`src/rtl/reg_dump_pkg.sv`:
```
// Shared types and defaults for the register-file dump block.
package reg_dump_pkg;

    localparam int NUM_REGS_DEF      = 32;
    localparam int BYTES_PER_REG_DEF = 4;

    // Dump sequencer states; FETCH always lasts exactly one cycle.
    typedef enum logic [1:0] {
        IDLE  = 2'd0,
        FETCH = 2'd1,
        SEND  = 2'd2,
        DONE  = 2'd3
    } state_t;

endpackage

```
`src/rtl/reg_dump_word_serializer.sv`:
```
// Loads one 32-bit word and offers it byte by byte, least-significant first,
// over a valid/ready stream.
//
// Handshake: a byte moves when valid and ready are both high at a rising edge.
// valid is a flop (never a function of ready), stays high until the byte is
// taken, and data holds steady while valid is high and ready is low.
module word_serializer
    import reg_dump_pkg::*;
#(
    parameter int BYTES_PER_REG = BYTES_PER_REG_DEF
) (
    input  logic        clk_i,
    input  logic        rst_ni,
    input  logic        load_i,
    input  logic [31:0] data_i,
    output logic        tx_valid_o,
    input  logic        tx_ready_i,
    output logic [7:0]  tx_data_o,
    output logic        last_fire_o
);

    localparam int CW = (BYTES_PER_REG > 1) ? $clog2(BYTES_PER_REG) : 1;
    localparam logic [CW-1:0] LAST_CNT = CW'(BYTES_PER_REG - 1);

    logic [31:0]   shift_q;
    logic [CW-1:0] byte_cnt;
    logic          valid_q;
    logic          fire;

    assign fire        = valid_q && tx_ready_i;
    assign last_fire_o = fire && (byte_cnt == LAST_CNT);
    assign tx_valid_o  = valid_q;
    assign tx_data_o   = shift_q[7:0];

    // Load a fresh word, then shift one byte out per accepted transfer.
    always_ff @(posedge clk_i or negedge rst_ni) begin
        if (!rst_ni) begin
            shift_q  <= '0;
            byte_cnt <= '0;
            valid_q  <= 1'b0;
        end else if (load_i) begin
            shift_q  <= data_i;
            byte_cnt <= '0;
            valid_q  <= 1'b1;
        end else if (fire) begin
            shift_q  <= {8'h00, shift_q[31:8]};
            byte_cnt <= byte_cnt + 1'b1;
            if (byte_cnt == LAST_CNT) begin
                valid_q <= 1'b0;
            end
        end
    end

endmodule

```
`src/rtl/reg_dump.sv`:
```
// Streams registers x0..x(NUM_REGS-1) out of the register file as bytes.
// busy_o lets the core hold off register writes so the dump is a snapshot.
module reg_dump
    import reg_dump_pkg::*;
#(
    parameter int NUM_REGS      = NUM_REGS_DEF,
    parameter int BYTES_PER_REG = BYTES_PER_REG_DEF
) (
    input  logic        clk_i,
    input  logic        rst_ni,
    input  logic        start_i,
    output logic [4:0]  rs_addr_o,
    input  logic [31:0] rs_data_i,
    output logic        tx_valid_o,
    input  logic        tx_ready_i,
    output logic [7:0]  tx_data_o,
    output logic        busy_o,
    output logic        done_o,
    output state_t      state_o
);

    localparam logic [4:0] LAST_IDX = 5'(NUM_REGS - 1);

    state_t     state;
    logic [4:0] reg_idx;
    logic       busy_q;
    logic       done_q;
    logic       last_fire;

    // reg_idx returns to 0 when leaving DONE, so IDLE reads x0 and
    // SEND/DONE keep showing the last fetched register.
    assign rs_addr_o = reg_idx;
    assign busy_o    = busy_q;
    assign done_o    = done_q;
    assign state_o   = state;

    word_serializer #(
        .BYTES_PER_REG (BYTES_PER_REG)
    ) u_ser (
        .clk_i       (clk_i),
        .rst_ni      (rst_ni),
        .load_i      (state == FETCH),
        .data_i      (rs_data_i),
        .tx_valid_o  (tx_valid_o),
        .tx_ready_i  (tx_ready_i),
        .tx_data_o   (tx_data_o),
        .last_fire_o (last_fire)
    );

    // Dump sequencer with registered busy/done; never wraps past the last register.
    always_ff @(posedge clk_i or negedge rst_ni) begin
        if (!rst_ni) begin
            state   <= IDLE;
            reg_idx <= '0;
            busy_q  <= 1'b0;
            done_q  <= 1'b0;
        end else begin
            case (state)
                IDLE: begin
                    if (start_i) begin
                        reg_idx <= '0;
                        busy_q  <= 1'b1;
                        state   <= FETCH;
                    end
                end
                FETCH: begin
                    state <= SEND;
                end
                SEND: begin
                    if (last_fire) begin
                        if (reg_idx == LAST_IDX) begin
                            done_q <= 1'b1;
                            state  <= DONE;
                        end else begin
                            reg_idx <= reg_idx + 5'd1;
                            state   <= FETCH;
                        end
                    end
                end
                DONE: begin
                    done_q  <= 1'b0;
                    busy_q  <= 1'b0;
                    reg_idx <= '0;
                    state   <= IDLE;
                end
                default: begin
                    state <= IDLE;
                end
            endcase
        end
    end

endmodule
```
`config.mk`:
```
export PLATFORM = sky130hd
export DESIGN_NAME = reg_dump
export DESIGN_NICKNAME = d
export VERILOG_FILES = /design/src/rtl/reg_dump_pkg.sv /design/src/rtl/reg_dump_word_serializer.sv /design/src/rtl/reg_dump.sv
export SDC_FILE = /design/constraint.sdc
export NUM_CORES = 1
export LEC_CHECK = 0
export ABC_AREA = 1
export BUFFER_PORTS_ARGS = -buffer_cell sky130_fd_sc_hd__clkbuf_2
export CAP_MARGIN = 20
export CORE_ASPECT_RATIO = 0.7
export CORE_UTILIZATION = 47
export CTS_CLUSTER_DIAMETER = 150
export DETAILED_ROUTE_END_ITERATION = 7
export PLACE_DENSITY = 0.75
export SYNTH_ARGS = -nofsm -noshare
export SYNTH_HDL_FRONTEND = slang
export SYNTH_SLANG_ARGS = --single-unit
export TNS_END_PERCENT = 1
```
`constraint.sdc`:
```
create_clock -name clk_i -period 1.5 [get_ports clk_i]
set_clock_uncertainty 0.2 [all_clocks]
set_input_delay 0.3 -clock clk_i [delete_from_list [all_inputs] [get_ports clk_i]]
set_output_delay 0.3 -clock clk_i [all_outputs]
set_load 0.02 [all_outputs]
```
# Word level (Yosys, flattened, before mapping)
# Index checks and enable logic that the tools add are counted.
dict set report op_classes {
  reduce_logical 13
  eq_ne 9
  add_sub_neg 2
  mux 20
}
# cell n
set ops {}
lappend ops {{two-way mux 32 bit} 2}
lappend ops {{two-way mux 5 bit} 3}
lappend ops {{case mux 5 bit (3 select lines)} 1}
lappend ops {{two-way mux 2 bit} 5}
lappend ops {{inequality test 2 bit (second input constant)} 4}
lappend ops {{case mux 2 bit (4 select lines)} 1}
lappend ops {{nonzero test 2 bit} 4}
lappend ops {{equality test 2 bit (second input constant)} 3}
lappend ops {{two-way mux 1 bit} 6}
lappend ops {{AND reduction 2 bit} 3}
lappend ops {{adder 5 x 1 -> 5 bit (second input constant)} 1}
lappend ops {{equality test 5 bit (second input constant)} 1}
lappend ops {{case mux 1 bit (2 select lines)} 2}
lappend ops {{AND reduction 4 bit} 1}
lappend ops {{AND reduction 3 bit} 1}
lappend ops {{nonzero test 3 bit} 1}
lappend ops {{adder 2 x 1 -> 2 bit (second input constant)} 1}
lappend ops {{equality test 2 x 1 -> 1 bit (second input constant)} 1}
lappend ops {{logical AND 1 bit} 2}
lappend ops {{zero test 2 bit} 1}
dict set report word_totals {
  ff_bits 44
  word_cells 51
  out_inout_bits 18
}

# Depth between registers and ports, before layout
# Gate-level depths: netlist of run 1.
dict set report depth {
  depth_word 4
  ltp_mapped 9
  ltp_nobuf 9
}

# Modules after synthesis
# From an unflattened synthesis of run 1, not the netlist that was laid out.
dict set report unflattened {
  hier_cells 298
  area_unflattened_um2 2304.7
}
# module area_per_inst_um2 seq_area_each_um2 cells_each n_inst
set by_module_without_submodules {}
lappend by_module_without_submodules {word_serializer 1800.5 875.8 233 1}
lappend by_module_without_submodules {reg_dump 504.2 225.2 65 1}

# Worst setup path after synthesis of run 1
# OpenSTA, ideal clock, no wires.
dict set report synth_path {
  path_kind {register to register}
  startpoint {register reg_idx[0] (netlist: rs_addr_o[0])}
  endpoint {register reg_idx[0] (netlist: rs_addr_o[0])}
  setup_slack_ps -258
  arrival_time_ps 1435
  setup_time_ps 123
  path_buffers 0
  stages_incl_launch_ff 9
  period_less_slack_ps 1758
  required_time_ps 1177
  cell_sequence {dfrtp_1 > ha_1 > nand2_1 > nor2_1 > ha_1 > nand3_1 > nand2_2 > o21ai_0 > nand2_1}
}
dict set report synth_via {
  elab_chain_cells 4
}
# element line
set synth_rtl {}
lappend synth_rtl {{start, declared} reg_dump.sv:25} ;# logic [4:0] reg_idx;
lappend synth_rtl {{start signal, assigned} reg_dump.sv:75} ;# reg_idx <= reg_idx + 5'd1;
lappend synth_rtl {{adder 5 x 1 -> 5 bit} reg_dump.sv:75}
lappend synth_rtl {{two-way mux 5 bit} reg_dump.sv:71} ;# if (reg_idx == LAST_IDX) begin
lappend synth_rtl {{two-way mux 5 bit} reg_dump.sv:70} ;# if (last_fire) begin
lappend synth_rtl {{case mux 5 bit (3 select lines)} reg_dump.sv:58} ;# case (state)
# Several ways; a longest one is shown, not always the timed one. The select of a mux whose other input is x is not followed.
# A chain may end at the register's enable or synchronous reset.

# Worst setup path in the final report of run 1
dict set report layout_path {
  startpoint {register reg_idx[0] (netlist: rs_addr_o[0])}
  endpoint {register reg_idx[1] (netlist: rs_addr_o[1])}
}
# The elaborated chain is that of the path after synthesis.

==> flow_summary_export.csv, run 1 <==
group,metric,value,unit
place,hpwlAfterDp,3.43,mm
sta,slew_headroom,75.4,%
layout,final_common_cell,"nand2_1",
job,max_cap_viol_count,0,
sta,hold_slack,4.84,ps
layout,final_area,0.00268,sq mm
layout,layout.nets,351,
power_and_ir_drop,power_density,2010,mW/mm^2
sta,finalSetupViolations,9,
synth,syn_area_per_cell,8.47,sq um
sta,min_period,1580,ps
setup_path,critPathLaunchType,"flop",
layout,area_growth,26.3,%
floorplan,die_h,58.2,um
detailed_routing,post_drt_via_cell_ratio,5.01,
detailed_routing,vias,1844,
setup_path,endpoint_kind,"flop",
detailed_routing,wl,4.69,mm
detailed_routing,post-route-drc-count,0,
status,violations,"negative setup slack",
cts,clk_latency,310,ps
place,port_buffers,53,
place,placed_area,0.00250,sq mm
detailed_routing,ant_nets,0,
min_path,hp-class,"input pin to flop",
setup_path,crit_type,"flop to flop",
cts,htreeDepth,2,
layout,diodes,0,
synth,synth_warnings,0,
sta,rsz0062_at_grt,"yes",
detailed_routing,dr.pass1.iters,4,
synth,synth_cell_type_count,22,
setup_path,crit_arrival,1620,ps
layout,utilization,61.8,%
cts,cts_root_buf,"clkbuf_8",
status,status,"complete, but fails checks",
synth,synth-seq-cells,44,
cts,numCtsBuffers,5,
floorplan,placementRows,20,
layout,drive_gt1_share,33.5,%
global_route,grt_max_degree,33,
sta,setup_ws,-82.6,ps
power_and_ir_drop,vdd_drop_max,1.18,mV
sta,clock.fmax,0.632,GHz
global_route,grt_pass1_vias,1860,
synth,ys_seq_area_share,52.0,%
sta,final-hold-violation-count,0,
detailed_routing,wl_per_cell,12.8,um
sta,report.final.slew_viol_count,0,
floorplan,chipWidth,82.2,um
cts,cts_buffer_depth,2,
power_and_ir_drop,p_leak,1.40,nW
cts,clkTransAtPathRegs,80,ps
sta,post-route-period-util,106,%
floorplan,coreArea,0.00433,sq mm
global_route,antenna_found_initial,0,
synth,netlist_instances,250,
cts,cts_tree,"yes",
setup_path,cp_data_required_time,1540,ps
floorplan,die_area,0.00478,sq mm
sta,tightest_slew,369,ps
global_route,overflow,0,
place,gp_congestion,0.804,
setup_path,worstPathMaxFanout,6,
global_route,grt_pass1_wl,8.09,mm
synth,synth_area,0.00212,sq mm
synth,syn_nets,289,
floorplan,ios,54,
layout,final_cell_mix,"81 x nand2_1, 50 x clkbuf_2, 41 x dfrtp_1",
cts,cts.sinks,44,
detailed_routing,first_iter_violations,66,
global_route,groute.usage.overall,23.1,%
setup_path,ff2ff_setup_slack,-80,ps
floorplan,start_util,48.9,%
-- logic make-up (layout without fill, tap and decap cells) --
family	count (synthesis)	count (layout)	synth area share, %
AND/OR/NAND/NOR	137	137	28.9
flip-flops	44	44	52.0
buffers and inverters	34	97	8.86
AO/OA/AOI/OAI	31	31	8.03
adder cells (fa/ha/maj)	3	3	1.77
XOR/XNOR	1	1	0.414
-- final timing paths --
check                                  from                end  cells past startpoint
min in group asynchronous            rst_ni  u_ser.shift_q[23]                      2
hold / removal                 rs_data_i[7]   u_ser.shift_q[7]                      3
hold reg to reg            u_ser.shift_q[9]   u_ser.shift_q[9]                      2
max in group asynchronous            rst_ni         state_o[1]                      3
setup reg to reg               rs_addr_o[0]       rs_addr_o[1]                      9
setup / recovery               rs_addr_o[0]       rs_addr_o[1]                      9
-- critical path, stage by stage (launching register included) --
cell	delay (ps)
dfrtp_2	440
ha_4	180
nand2_4	60
nor2_2	40
ha_2	190
nand3_4	70
nand2_4	80
nor2_4	140
nand2_1	70
nand2_1	50
-- power breakdown --
group	internal, mW	leakage [nW]	switching, mW
registers	1.71	0.553	0.297
clock network	0.368	0.0510	0.413
logic	1.00	0.800	1.57
total	3.08	1.40	2.28
-- flip-flops by register name (all words and copies together), names as in the netlist --
| signal | count |
|---|---|
| busy_o | 1 |
| u_ser.byte_cnt | 2 |
| u_ser.tx_valid_o | 1 |
| state_o | 2 |
| done_o | 1 |
| u_ser.shift_q | 32 |
| rs_addr_o | 5 |
-- stage by stage --
stage	cells	TNS, ps	total power, mW	setup WS (ps)
detailed placement	357	-540	4.54	-115
global route	368	-1020	5.84	-170
finish	368	-481	5.37	-82.6
CTS	368	-568	5.37	-102
global placement	357	-262	4.43	-53.7
floorplan	250	-965	3.85	-114
-- routing by layer --
metal | global-route usage [%] | vias to the layer above | wire, um
met3 | 7.56 | 8 | 243
li1 | - | 921 | -
met4 | 8.77 | 0 | 68
met1 | 28.9 | 868 | 2240
met2 | 37.3 | 47 | 2140
met5 | 0 | - | 0
-- cell usage after synthesis --
| cell type | n | area (sq um) |
|---|---|---|
| nand2_4 | 1 | 11.3 |
| a21oi_1 | 1 | 5.00 |
| o21ai_2 | 4 | 35.0 |
| nor2_8 | 1 | 20.0 |
| clkbuf_1 | 1 | 3.75 |
| inv_1 | 12 | 45.0 |
| nand2_1 | 83 | 312 |
| buf_6 | 2 | 22.5 |
| nor2_1 | 10 | 37.5 |
| ha_1 | 3 | 37.5 |
| dfrtp_1 | 44 | 1100 |
| nand3_1 | 37 | 185 |
| o21ai_1 | 8 | 40.0 |
| nand2_2 | 1 | 6.26 |
| buf_4 | 10 | 75.1 |
| nor2_4 | 3 | 33.8 |
| inv_2 | 4 | 15.0 |
| xor2_1 | 1 | 8.76 |
| inv_4 | 1 | 6.26 |
| nand3b_1 | 1 | 7.51 |
| o21ai_0 | 18 | 90.1 |
| buf_2 | 4 | 20.0 |
-- cell type report --
type / instances / area, sq um
Fill cell: 409 / 1650
Sequential cell: 44 / 1100
Multi-Input combinational cell: 172 / 882
Timing Repair Buffer: 72 / 460
Clock buffer: 6 / 82.6
Tap cell: 55 / 68.8
Inverter: 17 / 66.3
Clock inverter: 2 / 10.0
-- what timing repair did --
item / in CTS / in global routing
buffers inserted: 2 / 0
gates resized for setup: 7 / 8
endpoints found under the hold margin: 12 / 0
pin swaps: 11 / 5
endpoints found under the setup margin: 9 / 12
hold buffers: 1 / 0
(Power assumes the default switching activity.)
==> run 2: changes to the inputs <==
--- a/config.mk
+++ b/config.mk
@@ -9,6 +9,7 @@
 export BUFFER_PORTS_ARGS = -buffer_cell sky130_fd_sc_hd__clkbuf_2
 export CAP_MARGIN = 20
 export CORE_ASPECT_RATIO = 0.7
+export CORE_MARGIN = 1.5
 export CORE_UTILIZATION = 47
 export CTS_CLUSTER_DIAMETER = 150
 export DETAILED_ROUTE_END_ITERATION = 7
==> flow_summary_export.csv, run 2 (same netlist as run 1, synthesis figures left out) <==
group,metric,value,unit
layout,drive_gt1_share,40.0,%
setup_path,timing.critical_path.mode_cell,"buf_4",
place,hpwlAfterDp,3.19,mm
cts,cts.sinks,44,
setup_path,crit_type,"flop to output pin",
layout,largest_reg_flops,32,
status,violations,"negative setup slack",
layout,multi_input_area,977,sq um
sta,finalSetupViolations,11,
job,max_cap_viol_count,0,
power_and_ir_drop,p_total,5.92,mW
floorplan,coreArea,0.00433,sq mm
global_route,grt_pass1_wl,8.08,mm
power_and_ir_drop,power_density,2050,mW/mm^2
global_route,grt_pass1_vias,1783,
power_and_ir_drop,p_leak,1.48,nW
floorplan,die_area,0.00493,sq mm
layout,final_common_cell,"nand2_1",
detailed_routing,post_drt_via_cell_ratio,4.98,
layout,largest_register,"u_ser.shift_q",
floorplan,chipWidth,83.2,um
sta,report.final.slew_viol_count,0,
detailed_routing,wl_per_cell,12.7,um
setup_path,crit_arrival,1160,ps
setup_path,cp_cell_sequence,"buf_4, buf_4, clkbuf_8",
setup_path,slowest_delay,410,ps
detailed_routing,wl,4.77,mm
cts,clk_latency,300,ps
power_and_ir_drop,vdd_drop_max,1.01,mV
cts,cts_tree,"yes",
cts,htreeDepth,2,
floorplan,placementRows,20,
layout,final-seq-area,0.00110,sq mm
sta,final-hold-violation-count,0,
sta,rsz0062_at_grt,"yes",
sta,setup_ws,-161,ps
cts,clkTransAtPathRegs,90,ps
floorplan,ios,54,
place,port_buffers,53,
sta,slew_headroom,66.2,%
setup_path,crit_slowest_cell,"dfrtp_1",
place,placed_area,0.00256,sq mm
sta,hold_slack,7.87,ps
floorplan,start_util,48.9,%
place,pre_cts_ws,-137,ps
min_path,hp-class,"input pin to flop",
layout,final_cell_mix,"80 x nand2_1, 50 x clkbuf_2, 42 x dfrtp_1",
setup_path,worstPathMaxFanout,4,
global_route,overflow,0,
detailed_routing,vias,1867,
detailed_routing,ant_nets,0,
layout,area_growth,36.2,%
floorplan,die_h,59.2,um
detailed_routing,post-route-drc-count,0,
layout,final_area,0.00289,sq mm
detailed_routing,first_iter_violations,69,
cts,cts_root_buf,"clkbuf_8",
place,gp_congestion,0.860,
layout,nFillCells,370,
cts,cts_buffer_depth,2,
sta,clock.fmax,0.602,GHz
setup_path,path_buf_inv,3,
layout,diodes,0,
layout,layout.nets,358,
global_route,grt_max_degree,45,
detailed_routing,dr.pass1.iters,4,
sta,tightest_slew,506,ps
status,status,"complete, but fails checks",
cts,numCtsBuffers,5,
setup_path,crit_family,"buffers and inverters",
global_route,groute.usage.overall,20.6,%
setup_path,critPathLaunchType,"flop",
sta,min_period,1660,ps
sta,post-route-period-util,111,%
global_route,antenna_found_initial,0,
setup_path,cp_data_required_time,1000,ps
sta,setup_tns,-826,ps
setup_path,endpoint_kind,"output pin",
[run 2: final timing paths]
check / from / to / slack (ps) / cells after the start
hold reg to reg: busy_o / busy_o / 290 / 2
min in group asynchronous: rst_ni / u_ser.shift_q[30] / 310 / 3
setup reg to reg: rs_addr_o[0] / rs_addr_o[1] / -120 / 9
hold / removal: rs_data_i[23] / u_ser.shift_q[23] / 8 / 3
max in group asynchronous: rst_ni / rs_addr_o[1] / 580 / 3
setup / recovery: state_o[1] / state_o[1] / -160 / 3
[run 2: through the flow]
step	util [%]	cells
6_report	66.6	375
3_5_place_dp	59.1	361
2_1_floorplan	-	250
4_1_cts	63.5	372
5_1_grt	66.6	375
3_3_place_gp	59.1	361
[run 2: tightest hold or removal path, stage by stage]
cell	delay, ps
clkbuf_2	90
o21ai_2	50
nand2_1	40
[run 2: final cells by class]
cell class / count / area share (%)
sequential: 44 / 38.2
tap: 55 / 2.39
inverter: 17 / 2.47
clock inverter: 3 / 1.47
timing repair buffer: 78 / 19.2
multi-input combinational: 173 / 33.9
clock buffer: 5 / 2.39
[run 2: repair_timing]
| action | in CTS | in global routing |
|---|---|---|
| setup endpoints to repair | 17 | 44 |
| buffers inserted | 1 | 3 |
| hold endpoints to repair | 44 | 0 |
| hold buffers | 1 | 0 |
| cloned | 1 | 0 |
| gates resized for setup | 9 | 37 |
| pin swaps | 2 | 16 |
[run 2: power by group]
group          leakage, nW  switching, mW  internal [mW]
combinational        0.873           1.76           1.25
clock               0.0541          0.420          0.493
sequential           0.554          0.277           1.71
total                 1.48           2.46           3.45
[run 2: metal layers]
layer / global-route usage [%] / share of wire (%) / vias to the layer above
met4: 4.29 / 0.44 / 0
met1: 29.1 / 51 / 886
met2: 33.7 / 44 / 41
li1: - / - / 935
met5: 0 / 0 / -
met3: 4.32 / 4.1 / 5
==> run 3: changes to the inputs <==
--- a/config.mk
+++ b/config.mk
@@ -13,7 +13,7 @@
 export CORE_UTILIZATION = 47
 export CTS_CLUSTER_DIAMETER = 150
 export DETAILED_ROUTE_END_ITERATION = 7
-export PLACE_DENSITY = 0.75
+export PLACE_DENSITY_LB_ADDON = 0.08
 export SYNTH_ARGS = -nofsm -noshare
 export SYNTH_HDL_FRONTEND = slang
 export SYNTH_SLANG_ARGS = --single-unit
==> flow_summary_export.csv, run 3 (same netlist as run 1, synthesis figures left out) <==
group,metric,value,unit
layout,area_growth,30.8,%
layout,final_common_cell,"nand2_1",
place,gp_congestion,0.904,
setup_path,crit_type,"flop to flop",
sta,post-route-period-util,106,%
place,placed_area,0.00254,sq mm
detailed_routing,wl_per_cell,12.8,um
global_route,overflow,0,
min_path,min_path_cells,3,
global_route,grt_use_met2,33.9,%
setup_path,reg2reg_to,"rs_addr_o[3]",
sta,tightest_slew,356,ps
layout,final_cell_mix,"81 x nand2_1, 50 x clkbuf_2, 41 x dfrtp_1",
min_path,holdPathEnd,"u_ser.shift_q[22]",
sta,slew_headroom,76.2,%
sta,report.final.slew_viol_count,0,
sta,final-hold-violation-count,0,
layout,drive_gt1_share,33.3,%
power_and_ir_drop,p_leak,1.43,nW
cts,clk_latency,290,ps
status,status,"complete, but fails checks",
detailed_routing,post-route-drc-count,0,
layout,nFillCells,413,
cts,cts_tree,"yes",
global_route,use_met3,5.01,%
place,hpwlAfterDp,3.43,mm
sta,finalSetupViolations,8,
power_and_ir_drop,vdd_drop_max,0.962,mV
floorplan,ios,54,
global_route,grt_pass1_wl,8.17,mm
status,violations,"negative setup slack",
cts,numCtsBuffers,5,
sta,min_period,1600,ps
setup_path,crit_slowest_cell,"dfrtp_2",
place,pre_cts_ws,-138,ps
global_route,antenna_found_initial,0,
min_path,hold_start,"rs_data_i[22]",
layout,diodes,0,
cts,clkTransAtPathRegs,90,ps
layout,largest_reg_flops,32,
power_and_ir_drop,pwr-share-clk,16.2,%
setup_path,path_buf_inv,0,
detailed_routing,wl,4.74,mm
global_route,grt_max_degree,20,
layout,final-seq-area,0.00110,sq mm
global_route,grt.busiest_layer,"met2",
detailed_routing,dr.pass1.iters,4,
job,max_cap_viol_count,0,
setup_path,cp_cell_sequence,"ha_4, nand2_4, nor2_4, ha_4, nand3_4, nand2_8, nor2_4, nand2_1, nand2_1",
layout,final_area,0.00277,sq mm
layout,multi_input_area,898,sq um
detailed_routing,first_iter_violations,57,
setup_path,critPathLaunchType,"flop",
detailed_routing,vias,1829,
global_route,grt_pass1_vias,1726,
place,port_buffers,53,
power_and_ir_drop,seqPwrFrac,35.8,%
layout,largest_register,"u_ser.shift_q",
sta,setup_ws,-96.0,ps
power_and_ir_drop,power_density,2020,mW/mm^2
sta,rsz0062_at_grt,"yes",
setup_path,slowest_delay,430,ps
floorplan,coreArea,0.00433,sq mm
floorplan,start_util,48.9,%
setup_path,r2r_cells,9,
cts,cts_root_buf,"clkbuf_8",
cts,cts_buffer_depth,2,
layout,layout.nets,353,
floorplan,chipWidth,83.2,um
sta,clock.fmax,0.627,GHz
power_and_ir_drop,swShare,41.3,%
floorplan,die_area,0.00493,sq mm
power_and_ir_drop,power_frac_comb,48.0,%
global_route,groute.usage.overall,21.3,%
cts,htreeDepth,2,
floorplan,die_h,59.2,um
power_and_ir_drop,p_sw,2.31,mW
cts,cts.sinks,44,
detailed_routing,ant_nets,0,
detailed_routing,post_drt_via_cell_ratio,4.94,
global_route,use_met1,29.7,%
setup_path,cp_data_required_time,1530,ps
setup_path,endpoint_kind,"flop",
floorplan,placementRows,20,
min_path,hp-class,"input pin to flop",
setup_path,crit_family,"simple AND/OR/NAND/NOR gates",
power_and_ir_drop,p_int,3.29,mW
setup_path,ff2ff_setup_slack,-100,ps
setup_path,crit_arrival,1630,ps
setup_path,worstPathMaxFanout,6,
setup_path,regToRegStartpoint,"rs_addr_o[1]",
run 3: changes by cell type in the layout (fill, tap and decap cells not counted), sizes merged:
cell    delta
buf        -2
clkbuf     -2
nor2       -1
run 3: stage by stage:
step / power [mW] / TNS [ps] / hold WS (ps) / instances / util (%)
final: 5.60 / -571 / 8.90 / 370 / 64.0
after global routing: 6.05 / -1280 / 8.44 / 370 / 64.0
after CTS: 5.55 / -780 / 3.63 / 369 / 62.8
after detailed placement: 4.55 / -664 / 22.3 / 359 / 58.8
after global placement: 4.50 / -299 / 23.6 / 359 / 58.8
after floorplan: 3.85 / -965 / -196 / 250 / -
run 3: what timing repair did:
action                                  4_1_cts  5_1_grt
endpoints found under the hold margin        34        0
hold buffers                                  1        0
endpoints found under the setup margin       10       17
pin swaps                                    11        7
resized for setup                            10       12
buffers inserted                              1        1
run 3: routing by layer:
metal / share of wire [%] / vias up
li1: - / 929
met1: 51 / 853
met2: 43 / 38
met3: 4.5 / 9
met4: 1.3 / 0
met5: 0 / -
run 3: area by class of cell:
| cell class | instances | share of cell area (%) |
|---|---|---|
| flip-flops and latches | 44 | 39.9 |
| multi-input cells | 172 | 32.4 |
| repair buffers | 74 | 18.6 |
| inverters | 17 | 2.57 |
| clock buffers | 5 | 2.48 |
| well taps | 55 | 2.48 |
| clock inverters | 3 | 1.53 |
run 3: power by group through the flow:
stage | registers, mW | clock network [mW] | logic [mW]
CTS | 2.00 | 0.925 | 2.63
detailed placement | 2.01 | 0 | 2.53
floorplan | 2.08 | 0 | 1.76
global placement | 1.99 | 0 | 2.51
global route | 2.05 | 0.983 | 3.01
finish | 2.01 | 0.904 | 2.69
run 3: worst max path at each step:
stage | slack [ps] | from | depth (start not counted) | endpoint
finish | -100 | rs_addr_o[1] | 9 | rs_addr_o[3]
global route | -190 | rs_addr_o[1] | 9 | rs_addr_o[2]
CTS | -130 | rs_addr_o[0] | 9 | rs_addr_o[3]
detailed placement | -140 | rs_addr_o[1] | 9 | rs_addr_o[3]
global placement | -60 | rs_addr_o[1] | 9 | rs_addr_o[0]
floorplan | -110 | rs_addr_o[0] | 9 | rs_addr_o[0]
run 3: worst register-to-register path, stage by stage (launching register included):
cell     delay, ps
dfrtp_2        430
ha_4           180
nand2_4         70
nor2_4          40
ha_4           170
nand3_4        100
nand2_8         70
nor2_4         140
nand2_1         80
nand2_1         60
